--- src/rtl/e1ofn_tx_pkg.sv ---
// Shared types and helpers for the e1ofN network-interface transmitter.
// Holds the FSM state encoding, default sizing and the dual-rail encoder.
package e1ofn_tx_pkg;

    localparam int DEF_W     = 9;
    localparam int DEF_DEPTH = 4;

    typedef enum logic [1:0] {
        IDLE    = 2'd0,
        DRIVE   = 2'd1,
        NEUTRAL = 2'd2
    } tx_state_t;

    // Returns {d1, d0}: the true rails carry the word, the false rails its complement.
    function automatic logic [2*DEF_W-1:0] dual_rail_enc(input logic [DEF_W-1:0] word);
        return {word, ~word};
    endfunction

endpackage

--- src/rtl/e1ofn_tx_sync2.sv ---
// Two-flop synchronizer with asynchronous reset to 0.
// Shared by the e1ofN transmitter and receiver for the channel enable.
module sync2 (
    input  logic CLK,
    input  logic RESET,
    input  logic d,
    output logic q
);

    logic meta;

    always_ff @(posedge CLK or posedge RESET) begin
        if (RESET) begin
            meta <= 1'b0;
            q    <= 1'b0;
        end else begin
            meta <= d;
            q    <= meta;
        end
    end

endmodule

--- src/rtl/e1ofn_tx.sv ---
// Clocked e1ofN transmitter: buffers valid/ready words and sends each as one
// dual-rail four-phase token. Define E1OFN_TX_TIMEOUT_EN for the handshake timeout.
module e1ofn_tx
    import e1ofn_tx_pkg::*;
#(
    parameter int W     = DEF_W,
    parameter int DEPTH = DEF_DEPTH,
    parameter int CNT_W = 16
`ifdef E1OFN_TX_TIMEOUT_EN
    ,
    parameter int TO_W  = 12
`endif
) (
    input  logic             CLK,
    input  logic             RESET,
    input  logic             in_valid,
    input  logic [W-1:0]     in_data,
    output logic             in_ready,
    output logic [W-1:0]     tx_d0,
    output logic [W-1:0]     tx_d1,
    input  logic             tx_e,
    output logic [CNT_W-1:0] tx_count,
    output logic             idle,
    output logic             to_err
);

    localparam int AW = $clog2(DEPTH);

    logic e_s;

    sync2 u_sync_e (
        .CLK   (CLK),
        .RESET (RESET),
        .d     (tx_e),
        .q     (e_s)
    );

    logic [W-1:0]  fifo_mem [DEPTH];
    logic [AW-1:0] wr_ptr;
    logic [AW-1:0] rd_ptr;
    logic [AW:0]   fifo_count;
    logic          full;
    logic          empty;
    logic          push;
    logic          pop;

    assign full     = (fifo_count == (AW+1)'(DEPTH));
    assign empty    = (fifo_count == '0);
    assign in_ready = !full;
    assign push     = in_valid && in_ready;

    always_ff @(posedge CLK) begin
        if (push) begin
            fifo_mem[wr_ptr] <= in_data;
        end
    end

    // Pointers wrap naturally because DEPTH is a power of two.
    always_ff @(posedge CLK or posedge RESET) begin
        if (RESET) begin
            wr_ptr     <= '0;
            rd_ptr     <= '0;
            fifo_count <= '0;
        end else begin
            if (push) begin
                wr_ptr <= wr_ptr + 1'b1;
            end
            if (pop) begin
                rd_ptr <= rd_ptr + 1'b1;
            end
            case ({push, pop})
                2'b10:   fifo_count <= fifo_count + 1'b1;
                2'b01:   fifo_count <= fifo_count - 1'b1;
                default: fifo_count <= fifo_count;
            endcase
        end
    end

    logic [W-1:0] head;
    logic [W-1:0] head_d1;
    logic [W-1:0] head_d0;

    assign head = fifo_mem[rd_ptr];

    // The package encoder is sized for the router's native token width.
    if (W == DEF_W) begin : g_pkg_enc
        assign {head_d1, head_d0} = dual_rail_enc(head);
    end else begin : g_local_enc
        assign head_d1 = head;
        assign head_d0 = ~head;
    end

    tx_state_t        state;
    tx_state_t        state_next;
    logic [W-1:0]     d0_next;
    logic [W-1:0]     d1_next;
    logic [CNT_W-1:0] count_next;

    // Rails, state and token count all register together so the rails never glitch.
    always_ff @(posedge CLK or posedge RESET) begin
        if (RESET) begin
            state    <= IDLE;
            tx_d0    <= '0;
            tx_d1    <= '0;
            tx_count <= '0;
        end else begin
            state    <= state_next;
            tx_d0    <= d0_next;
            tx_d1    <= d1_next;
            tx_count <= count_next;
        end
    end

    always_comb begin
        state_next = state;
        d0_next    = tx_d0;
        d1_next    = tx_d1;
        count_next = tx_count;
        pop        = 1'b0;

        unique case (state)
            IDLE: begin
                d0_next = '0;
                d1_next = '0;
                if (!empty && e_s) begin
                    pop        = 1'b1;
                    d1_next    = head_d1;
                    d0_next    = head_d0;
                    state_next = DRIVE;
                end
            end
            DRIVE: begin
                if (!e_s) begin
                    d0_next    = '0;
                    d1_next    = '0;
                    count_next = tx_count + 1'b1;
                    state_next = NEUTRAL;
                end
            end
            NEUTRAL: begin
                d0_next = '0;
                d1_next = '0;
                if (e_s) begin
                    state_next = IDLE;
                end
            end
            default: begin
                d0_next    = '0;
                d1_next    = '0;
                state_next = IDLE;
            end
        endcase
    end

    assign idle = empty && (state == IDLE);

`ifdef E1OFN_TX_TIMEOUT_EN
    logic [TO_W-1:0] to_cnt;
    logic            to_err_q;

    // Only flags a stuck handshake; the FSM keeps waiting for the receiver.
    always_ff @(posedge CLK or posedge RESET) begin
        if (RESET) begin
            to_cnt   <= '0;
            to_err_q <= 1'b0;
        end else begin
            if (state_next != state) begin
                to_cnt <= '0;
            end else if (state != IDLE && to_cnt != '1) begin
                to_cnt <= to_cnt + 1'b1;
            end
            if (to_cnt == '1) begin
                to_err_q <= 1'b1;
            end
        end
    end

    assign to_err = to_err_q;
`else
    assign to_err = 1'b0;
`endif

endmodule

--- config.mk ---
export PLATFORM = sky130hd
export DESIGN_NAME = e1ofn_tx
export DESIGN_NICKNAME = d
export VERILOG_FILES = /design/src/rtl/e1ofn_tx_pkg.sv /design/src/rtl/e1ofn_tx_sync2.sv /design/src/rtl/e1ofn_tx.sv
export SDC_FILE = /design/constraint.sdc
export NUM_CORES = 1
export LEC_CHECK = 0
export BUFFER_PORTS_ARGS = -buffer_cell sky130_fd_sc_hd__buf_2
export CAP_MARGIN = 15
export CORE_UTILIZATION = 56
export DETAILED_ROUTE_END_ITERATION = 12
export PLACE_DENSITY = 0.81
export SLEW_MARGIN = 40
export SYNTH_ARGS = -nofsm -noshare
export SYNTH_HDL_FRONTEND = slang
export SYNTH_HIERARCHICAL = 1
export SYNTH_SLANG_ARGS = --single-unit
--- constraint.sdc ---
create_clock -name CLK -period 2.6 [get_ports CLK]
set_clock_uncertainty 0.15 [all_clocks]
set_input_delay 0.26 -clock CLK [delete_from_list [all_inputs] [get_ports CLK]]
set_output_delay 0.26 -clock CLK [all_outputs]
set_load 0.01 [all_outputs]
==> results by group <==
Run status
  – Run status: completed

Place
  – Post-DP HPWL: 3510 µm
  – Placer Congestion: 0.766
  – IO Port Bufs: 48

Critical path
  – Reg2reg start: state[1]
  – Crit path launch type: flip-flop
  – WP data arrival: 2.49 ns
  – Crit. End Element: flip-flop
  – Critical path class: flip-flop to flip-flop
  – Max incr delay on CP: 0.46 ns
  – Slowest-stage cell, CP: dfrtp_1
  – Req. time, crit path: 2.72 ns
  – CP delay by family, top: adder cells
  – Critical path startpoint: state[1]
  – Bufs and invs on worst path: 2
  – CP cell instances: nor2_1 > nand3_1 > inv_1 > ha_1 > inv_1 > fa_1 > xor2_1 > nor2_1 > xor2_1
  – Worst Path Max Fanout: 11

Global route
  – Initial antenna violation count: 0
  – Grt ovf: 0
  – Largest net degree at the start of global routing: 44
  – Global-route usage over all layers: 20.2%
  – First-pass GRT wire length: 8870 µm
  – Vias in the first global route: 1859

Yosys
  – Mux cell area share after synthesis: 7.32%
  – Synth Area in Adders: 2.96%
  – Post-synth top area share: 35.0%
  – Gate Count Post-Synth: 205
  – Top post-synthesis cells by count: 45 x dfrtp_1, 36 x edfxtp_1, 16 x xnor2_1, 15 x nand2_1
  – Largest family of logic cells by synthesized area: simple AND/OR/NAND/NOR gates
  – Top cells by area, synth: dfrtp_1 35%, edfxtp_1 34%, mux4_2 6.3%, xnor2_1 4.4%, a22o_1 2.5%
  – Most numerous cell in the Yosys netlist: dfrtp_1
  – Syn. warnings: 6
  – Part of the Yosys area used for sequential elements: 68.7%
  – Ys flop type: dfrtp_1
  – Post-synth EDFFs: 36
  – Synth cell types: 30
  – Post-synthesis compound-gate area fraction: 3.85%
  – Asr flop ratio synth: 55.6%
  – Synth Area in Simple Gates: 8.29%
  – Post-synthesis xor/xnor area fraction: 6.23%
  – Post-Syn Area: 3210 µm²
  – Synth Net Count: 225
  – Area leader, netlist: dfrtp_1
  – Avg Inst Size Synth: 15.7 µm²
  – Flops & latches, synth: 81

Detailed routing
  – Met3 wire length: 214 µm
  – DRT iter0 DRCs: 124
  – Wirelength, routed: 5320 µm
  – Via count: 1805
  – WL met2: 2520 µm
  – Max Used Layer: met4
  – Drt via density: 5.23
  – Routed length per instance: 15.4 µm
  – DRC Markers: 0
  – Antenna Violating Nets Remaining: 0
  – Post-Route M1 WL: 2450 µm
  – First-pass DRT Iterations: 4

Layout
  – P&R area growth vs syn: 18.4%
  – Diode count: 0
  – Final core occ: 69.1%
  – FILL cells: 383
  – Multi-input logic area: 925 µm²
  – Layout cell share with drive strength beyond 1: 29.3%
  – Reg area: 2210 µm²
  – Nets@finish: 288

Floorplan
  – Die Height: 77.8 µm
  – Die Width: 77.8 µm
  – IO Count: 50
  – Row count: 27
  – Core Box Area: 5510 µm²
  – Die area: 6050 µm²
  – Initial Util: 58.4%

Timing
  – Tmin final: 2.37 ns
  – Period Utilization, post-route: 91.3%
  – Max Freq: 421 MHz
  – Worst Tran Pin Value: 0.629 ns
  – RSZ-0062 raised after global routing: no
  – Final setup vio count: 0
  – Min Hold Slack: 0.161 ns
  – Final Slew Violations: 0
  – Endpoints failing hold: 0
  – Slew margin rel.: 58.1%
  – Final TNS setup: 0 ns

Job
  – Max Cap Viol: 0

Clock tree
  – Clock Latency Late Sink: 0.35 ns
  – TritonCTS clock tree: built
  – Clock buffer depth: 2
  – Clock Sinks: 81
  – CTS Buf Count: 9
  – CTS clk-pin slew, worst paths: 0.08 ns
  – Root Driver: clkbuf_8
  – H-tree depth: 3

Min path
  – Type of the most critical hold path: primary input to asynchronous set/reset pin

Pwr
  – Clock power share: 21.6%
  – Combinational share of power: 27.9%
  – Pint: 2.60 mW
  – Peak supply drop: 519 µV
  – Static Leak: 1.70 nW
  – Switching share of power: 33.6%
  – NetSw: 1.31 mW
  – Overall power: 3.91 mW
  – Sequential power share: 50.5%
  – Power per cell area: 1030 nW/µm²
per-layer routing:
| layer | global-route usage [%] | up-vias |
|---|---|---|
| li1 | - | 858 |
| met1 | 25.4 | 887 |
| met2 | 32.3 | 49 |
| met3 | 4.94 | 11 |
| met4 | 10.8 | 0 |
| met5 | 0 | - |
through the flow:
step           cell area, µm²  setup slack (ns)  instances
3_3_place_gp             3510             0.383        318
2_1_floorplan            3210             0.376        205
6_report                 3810             0.226        345
3_5_place_dp             3510             0.272        318
4_1_cts                  3810             0.199        345
5_1_grt                  3810            0.0582        345
what timing repair did:
action / CTS / global route
setup buffers: 0 / 0
hold endpoints to repair: 82 / 0
gates resized for setup: 0 / 0
hold buffers: 11 / 0
registers in the layout, indices dropped and copies added, names as in the netlist:
signal         cells
rd_ptr             2
fifo_count         3
state              2
wr_ptr             2
tx_d0              9
u_sync_e/meta      1
tx_count          16
fifo_mem          36
u_sync_e/q         1
tx_d1              9
worst register-to-register path, cell delays in order (launching register included):
cell	delay, ns
dfrtp_1	0.46
nor2_1	0.12
nand3_1	0.12
inv_1	0.33
ha_1	0.26
inv_1	0.06
fa_1	0.37
xor2_1	0.15
nor2_1	0.11
xor2_1	0.18
power by group through the flow:
stage | sequential (mW) | clock (mW) | combinational (mW)
3_3_place_gp | 1.98 | 0 | 1.06
3_5_place_dp | 2.00 | 0 | 1.09
5_1_grt | 2.02 | 0.925 | 1.21
6_report | 1.98 | 0.846 | 1.09
2_1_floorplan | 1.96 | 0 | 0.743
4_1_cts | 1.98 | 0.865 | 1.11
final cells by class:
| cell class | count | share of cell area, % |
|---|---|---|
| clock buffers | 9 | 3.25 |
| clock inverters | 7 | 1.61 |
| inverters | 9 | 0.888 |
| multi-input cells | 106 | 24.3 |
| flip-flops and latches | 81 | 58.0 |
| well taps | 72 | 2.37 |
| repair buffers | 61 | 9.60 |
cells in the final DEF, fill, tap and decap left out, types with 2 or more instances in the layout:
master and instances:
nand2_1 15, dlygate4sd3_1 11, inv_6 2, and3_1 9
xnor2_1 16, nand4_1 4, buf_4 2, xor2_1 5
o21ai_0 9, ha_1 6, clkinvlp_4 2, clkinv_4 2
and4_1 4, edfxtp_1 36, clkbuf_8 9, dfrtp_1 45
nor2_1 3, mux2_2 2, mux4_2 9, a22o_1 9
nand3_1 4, inv_1 9, buf_2 48
path summary, 6_finish.rpt:
check                                 to  slack (ns)  depth (start not counted)
min reg2reg                   u_sync_e/q        0.20                          0
min                           u_sync_e/q        0.16                          3
max                        fifo_count[2]        0.23                          9
min in group CLK               wr_ptr[0]        0.17                          3
max reg2reg                fifo_count[2]        0.23                          9
max in group asynchronous    tx_count[3]        1.50                          4
cell families after synthesis:
group,count (synthesis)
XOR/XNOR,22
AND/OR/NAND/NOR,46
multiplexers,12
adder cells (fa/ha/maj),7
other,1
AO/OA/AOI/OAI,18
buffers and inverters,18
flip-flops,81
No activity file was read; power rests on OpenSTA's default activity.
